===== config.mk =====
export PLATFORM = sky130hd
export DESIGN_NAME = tdm_demux_1_to_8
export DESIGN_NICKNAME = d
export VERILOG_FILES = /design/src/rtl/tdm_demux_1_to_8.sv
export SDC_FILE = /design/constraint.sdc
export NUM_CORES = 1
export LEC_CHECK = 0
export CAP_MARGIN = 5
export CORE_ASPECT_RATIO = 0.6
export CORE_MARGIN = 1.5
export CORE_UTILIZATION = 40
export CTS_CLUSTER_SIZE = 40
export DETAILED_ROUTE_END_ITERATION = 16
export GPL_TIMING_DRIVEN = 0
export PLACE_DENSITY_LB_ADDON = 0.3
export REMOVE_ABC_BUFFERS = 1
export SLEW_MARGIN = 15
export SYNTH_ARGS = -nofsm -noshare
export SYNTH_HDL_FRONTEND = slang
export SYNTH_SLANG_ARGS = --single-unit

===== constraint.sdc =====
create_clock -name CLK -period 2.5 [get_ports CLK]
set_input_delay 0.25 -clock CLK [delete_from_list [all_inputs] [get_ports CLK]]
set_output_delay 0.25 -clock CLK [all_outputs]
set_load 0.02 [all_outputs]

===== src/rtl/tdm_demux_1_to_8.sv =====
// Serial TDM receiver: rebuilds an 8-channel parallel word from a slot-ordered bit stream,
// aligning on a slot-0 frame marker and flagging framing errors.
module tdm_demux_1_to_8 #(
  parameter int unsigned NUM_CH = 8,
  parameter int unsigned SEL_W  = 3
) (
  input  logic              CLK,
  input  logic              RST,
  input  logic              DIN,
  input  logic              DIN_VALID,
  input  logic              FSYNC,
  output logic [NUM_CH-1:0] DEMUX_OUT,
  output logic              OUT_VALID,
  output logic [SEL_W-1:0]  SLOT,
  output logic              LOCKED,
  output logic              SYNC_ERR
);

  localparam logic [SEL_W-1:0] LastSlot = SEL_W'(NUM_CH - 1);

  typedef enum logic [0:0] {StHunt, StSync} state_e;

  state_e            state_q, state_d;
  logic [SEL_W-1:0]  slot_q, slot_d;
  // The last slot's bit goes straight to the output, so only NUM_CH-1 bits need staging.
  logic [NUM_CH-2:0] shadow_q, shadow_d;
  logic [NUM_CH-1:0] dout_q, dout_d;
  logic              out_valid_q, out_valid_d;
  logic              sync_err_q, sync_err_d;

  always_comb begin
    state_d     = state_q;
    slot_d      = slot_q;
    shadow_d    = shadow_q;
    dout_d      = dout_q;
    out_valid_d = 1'b0;
    sync_err_d  = 1'b0;

    if (DIN_VALID) begin
      unique case (state_q)
        StHunt: begin
          if (FSYNC) begin
            shadow_d[0] = DIN;
            slot_d      = SEL_W'(1);
            state_d     = StSync;
          end
        end
        StSync: begin
          if (FSYNC) begin
            // A marker anywhere but slot 0 aborts the partial frame and resyncs in place.
            sync_err_d  = (slot_q != '0);
            shadow_d[0] = DIN;
            slot_d      = SEL_W'(1);
          end else if (slot_q == '0) begin
            sync_err_d = 1'b1;
            slot_d     = '0;
            state_d    = StHunt;
          end else if (slot_q == LastSlot) begin
            dout_d      = {DIN, shadow_q};
            out_valid_d = 1'b1;
            slot_d      = '0;
          end else begin
            shadow_d[slot_q] = DIN;
            slot_d           = slot_q + SEL_W'(1);
          end
        end
        default: state_d = StHunt;
      endcase
    end
  end

  always_ff @(posedge CLK) begin
    if (RST) begin
      state_q     <= StHunt;
      slot_q      <= '0;
      shadow_q    <= '0;
      dout_q      <= '0;
      out_valid_q <= 1'b0;
      sync_err_q  <= 1'b0;
    end else begin
      state_q     <= state_d;
      slot_q      <= slot_d;
      shadow_q    <= shadow_d;
      dout_q      <= dout_d;
      out_valid_q <= out_valid_d;
      sync_err_q  <= sync_err_d;
    end
  end

  assign DEMUX_OUT = dout_q;
  assign OUT_VALID = out_valid_q;
  assign SLOT      = slot_q;
  assign LOCKED    = (state_q == StSync);
  assign SYNC_ERR  = sync_err_q;

endmodule


# Yosys cells after proc, flatten, opt, wreduce, memory -nomap -nowiden

Cells that the tools add are included.

Output and inout port bits: 14
Bits of input ports: 5
Word-level logic and storage cells: 48
Register bits: 21

Equality and inequality tests: 4
Bitwise logic cells: 5
Reductions and logical operators: 9
$lt $le $gt $ge: 2
Mux-type cells: 20
$add $sub $neg: 1

Operator list:

| cell                                                                                 | number |
|---|---|
| 3-bit two-way mux                                                                    | 4 |
| 1-bit two-way mux                                                                    | 11 |
| 5-bit AND reduction                                                                  | 2 |
| 7-bit bitwise mux                                                                    | 1 |
| 3-bit != test (second input constant)                                                | 2 |
| 3-bit case mux with 2 select lines                                                   | 1 |
| 1-bit NOT                                                                            | 5 |
| 5-bit OR reduction                                                                   | 1 |
| 3-bit by 4-bit less-than comparator with 1-bit output (second input constant)        | 1 |
| 1-bit case mux with 2 select lines                                                   | 2 |
| 4-bit AND reduction                                                                  | 1 |
| 3-bit by 1-bit adder with 3-bit output (second input constant)                       | 1 |
| 1-bit demux with 3-bit select                                                        | 1 |
| 3-bit == test (second input constant)                                                | 1 |
| 3-bit by 1-bit greater-or-equal comparator with 1-bit output (second input constant) | 1 |
| 3-bit zero test                                                                      | 1 |
| 3-bit nonzero test                                                                   | 1 |
| 3-bit OR reduction                                                                   | 1 |
| 2-bit != test (second input constant)                                                | 1 |
| 2-bit AND reduction                                                                  | 1 |
| 1-bit logical AND                                                                    | 1 |

# Logic depth before layout (Yosys ltp)

Word-level depth: 9
Mapped depth: 10
Depth with buffers taken out: 9

# Worst setup path after synthesis

No wires, ideal clock.

Kind: register to register
From: register slot_q[1] (netlist: SLOT[1])
To: register dout_q[6] (netlist: DEMUX_OUT[6])
Library setup time: 0.070 ns
Period minus slack after synthesis: 2.085 ns
Cell stages (with the launch flop): 11
Data required time: 2.430 ns
Setup slack: 0.415 ns
Data arrival time: 2.015 ns
Cells stage by stage: dfxtp_1 -> clkbuf_1 -> inv_1 -> ha_1 -> nor2b_2 -> inv_1 -> ha_1 -> nand2_1 -> nor2_1 -> nand2_1 -> a21oi_1

Cells in the longest elaborated chain, start to end: 3

RTL lines:

| what                            | RTL line | RTL |
|---|---|---|
| from (decl)                     | 24       | `logic [SEL_W-1:0] slot_q, slot_d;` |
| from (signal assigned)          | 82       | `slot_q <= slot_d;` |
| 3-bit zero test                 | 54       | `end else if (slot_q == '0) begin` |
| 1-bit NOT (no line)             | -        |  |
| 5-bit AND reduction (no line) * | -        |  |
| to (signal assigned)            | 84       | `dout_q <= dout_d;` |
| to (decl)                       | 27       | `logic [NUM_CH-1:0] dout_q, dout_d;` |

Every way passes the cells marked *; elsewhere a longest branch is shown, timed or not.
A chain may end at the register's enable or synchronous reset.

# Final worst setup path

Same ends and word-level chain as after synthesis.

==> results by group <==
Floorplan
  – # IOs: 19
  – Chip height: 42.5 um
  – Core area: 0.00249 sq mm
  – Initial core utilization: 41.8%
  – Placement Rows: 14
  – Die Area: 0.00292 sq mm
  – Chip width: 68.8 um

Power and ir drop
  – NetSw: 0.145 mW
  – Comb pwr share: 8.9%
  – LEAKAGE: 0.437 nW
  – Pint: 0.475 mW
  – Switching portion of total power: 23.4%
  – Clk network pwr share: 35.3%
  – Reg power frac: 55.8%
  – Peak VDD IR: 0.326 mV
  – Pwr Density: 491 mW/mm^2

Run
  – # Max-Cap Violations: 0

Status
  – Status: finished clean

Global route
  – Initial antenna violation count: 0
  – Pin count of the biggest net entering global routing: 23
  – GR Overflow Total: 0
  – First-pass GRT wire length: 3180 um
  – Number of global-route vias before repair: 707
  – Total track usage: 14.4%

Layout
  – Nets@finish: 137
  – Fin cells: 158
  – Multi-input logic area: 557 sq um
  – FF+latch area: 420 sq um
  – Diodes inserted: 0
  – Area Growth Syn to Fin: 21.3%
  – Share of cells above drive strength 1: 10.3%
  – Layout fillers: 237

Placement
  – RD Place Congestion: 0.814
  – I/O Buffers: 18
  – Placed Cells: 154
  – DP HPWL: 1360 um

STA
  – TNS Setup: 0 ns
  – Relative slew slack: 48.4%
  – Final hold slack: 0.454 ns
  – Slew Viols, Final: 0
  – Max Fclk: 0.449 GHz
  – Final setup viols: 0
  – Skew final: 0.00249 ns
  – Final Hold Viols: 0
  – Period minus WS final: 2.23 ns
  – RSZ-0062 raised after global routing: no
  – Final Cycle Share: 89.1%
  – Least-Margin Pin Slew: 0.772 ns

Clocking
  – Clock root buffer: clkbuf_8
  – CTS Hold Bufs: 0
  – CTS Buf Count: 3
  – TritonCTS Sinks: 21
  – CTS Buffer Depth: 2
  – TritonCTS clock tree: yes
  – Setup Buffers After CTS: 0
  – Skew-Pair Late Insertion Delay: 0.25 ns
  – H-tree depth: 1
  – Post-cts resize count: 0
  – Clock transition at path regs: 0.07 ns

Setup path
  – Crit. End Element: flip-flop
  – Worst R2R Start: SLOT[1]
  – Reg2Reg Capture Point: DEMUX_OUT[6]
  – R2R setup slack: 0.27 ns
  – Worst setup path class: flip-flop to flip-flop
  – Worst-path maximum fanout: 10
  – Slowest stage delay, CP: 0.57 ns
  – Slowest CP cell: dfxtp_1
  – R2R cell count: 9
  – Crit-path cells: inv_1, ha_1, nor2b_2, inv_1, ha_1, nand2_1, nor2_1, nand2_1, a21oi_1
  – WP data required: 2.68 ns
  – Critical Path AT: 2.40 ns
  – Startpoint Class: flip-flop

Routing
  – First-pass DRT Iterations: 4
  – Post-Route WL: 1920 um
  – DR WL/cell: 12.1 um
  – Vias per inst: 5.14
  – DR iter-0 viols: 36
  – Via count: 812
  – DRC Markers: 0
  – Post-DRT Antenna Nets: 0

Min path
  – Worst Hold Class: flip-flop to flip-flop
  – Worst Hold Endpoint: DEMUX_OUT[1]
  – WHS Path Cells: 2
  – Startpoint of the worst hold path: shadow_q[1]

Synth
  – Post-synthesis cell area: 0.00104 sq mm
  – #FFs+latches synth: 21
  – Syn Inst Count: 109
  – Top FF cell, synth: dfxtp_1
  – Mean Syn Cell Area: 9.54 sq um
  – Synth warn: 0
  – FFs w/ async S/R, synth: 0%
  – Sequential share of the synthesized area: 40.4%
  – Post-synth EDFFs: 0
  – Yosys cell types: 29
==> cell type report <==
class	instances	share of cell area [%]
sequential	21	33.3
multi-input combinational	78	44.1
clock buffer	4	3.57
inverter	5	1.49
timing repair buffer	18	14.3
tap	32	3.17
==> power by group through the flow <==
stage	Clock, mW	Combinational (mW)	Sequential [mW]
2_1_floorplan	0	0.0244	0.355
3_3_place_gp	0	0.0545	0.353
6_report	0.219	0.0552	0.345
4_1_cts	0.226	0.0553	0.345
3_5_place_dp	0	0.0553	0.353
5_1_grt	0.241	0.0600	0.346
==> worst max-delay path: cells and delay by family, from the launching register on <==
| kind | cells | cell delay [ns] |
|---|---|---|
| flops | 1 | 0.57 |
| simple gates | 4 | 0.85 |
| fa+ha+maj | 2 | 0.41 |
| compound gates | 1 | 0.13 |
| buf+inv | 2 | 0.18 |
==> cells in the final DEF, fill, tap and decap left out, types with 2 or more instances in the layout <==
cell,synthesis,routed
clkdlybuf4s50_1,0,18
nor4b_2,2,2
o21ai_0,2,2
nor2_1,10,10
clkbuf_8,0,3
nand2_1,18,18
nand2b_1,5,5
mux2i_1,7,7
a21oi_1,10,10
dfxtp_1,21,21
nand3_1,2,2
nor3_1,2,2
nand4_1,2,2
nor4_2,2,2
ha_1,5,5
inv_1,5,5
==> flip-flops by register name, summed over array words and instances (netlist names) <==
signal	count
shadow_q	7
SYNC_ERR	1
LOCKED	1
SLOT	3
DEMUX_OUT	8
OUT_VALID	1
==> kinds of logic after synthesis <==
kind of cell,share of synthesized area (%)
AOI/OAI and AO/OA,10.5
buffers and inverters,6.02
and+or+nand+nor,30.3
muxes,6.74
adders and majority gates,6.02
DFF,40.4
==> synthesized netlist by cell type (2+ instances only) <==
master / number / share of area, %
a21oi_1: 10 / 4.8
nor4_2: 2 / 2.4
nor3_1: 2 / 0.96
ha_1: 5 / 6.0
nand3_1: 2 / 0.96
nor4b_2: 2 / 2.9
inv_1: 5 / 1.8
nor2_1: 10 / 3.6
nand4_1: 2 / 1.2
dfxtp_1: 21 / 40
nand2b_1: 5 / 3.0
o21ai_0: 2 / 0.96
buf_6: 2 / 2.2
mux2i_1: 7 / 6.7
nand2_1: 18 / 6.5
==> per-stage QoR <==
| step | power, mW | instance area [sq um] | util [%] | setup WS (ns) |
|---|---|---|---|---|
| floorplan | 0.379 | 996 | - | 0.551 |
| global placement | 0.407 | 1220 | 48.9 | 0.345 |
| detailed placement | 0.408 | 1220 | 48.9 | 0.296 |
| CTS | 0.626 | 1260 | 50.7 | 0.274 |
| global route | 0.646 | 1260 | 50.7 | 0.127 |
| finish | 0.619 | 1260 | 50.7 | 0.273 |
==> worst max-delay path by stage <==
stage,from,endpoint
detailed placement,SLOT[1],DEMUX_OUT[6]
global route,SLOT[1],DEMUX_OUT[5]
CTS,SLOT[1],DEMUX_OUT[6]
floorplan,SLOT[1],DEMUX_OUT[0]
finish,SLOT[1],DEMUX_OUT[6]
global placement,SLOT[1],DEMUX_OUT[5]
==> metal layers <==
layer	wire length (um)	GRT usage, %	vias up
met3	81	4.84	0
met5	0	0	-
met2	773	20.6	13
met1	1060	21.3	390
met4	0	2.35	0
li1	-	-	409
Note: power is estimated with default switching activity, not from simulation.
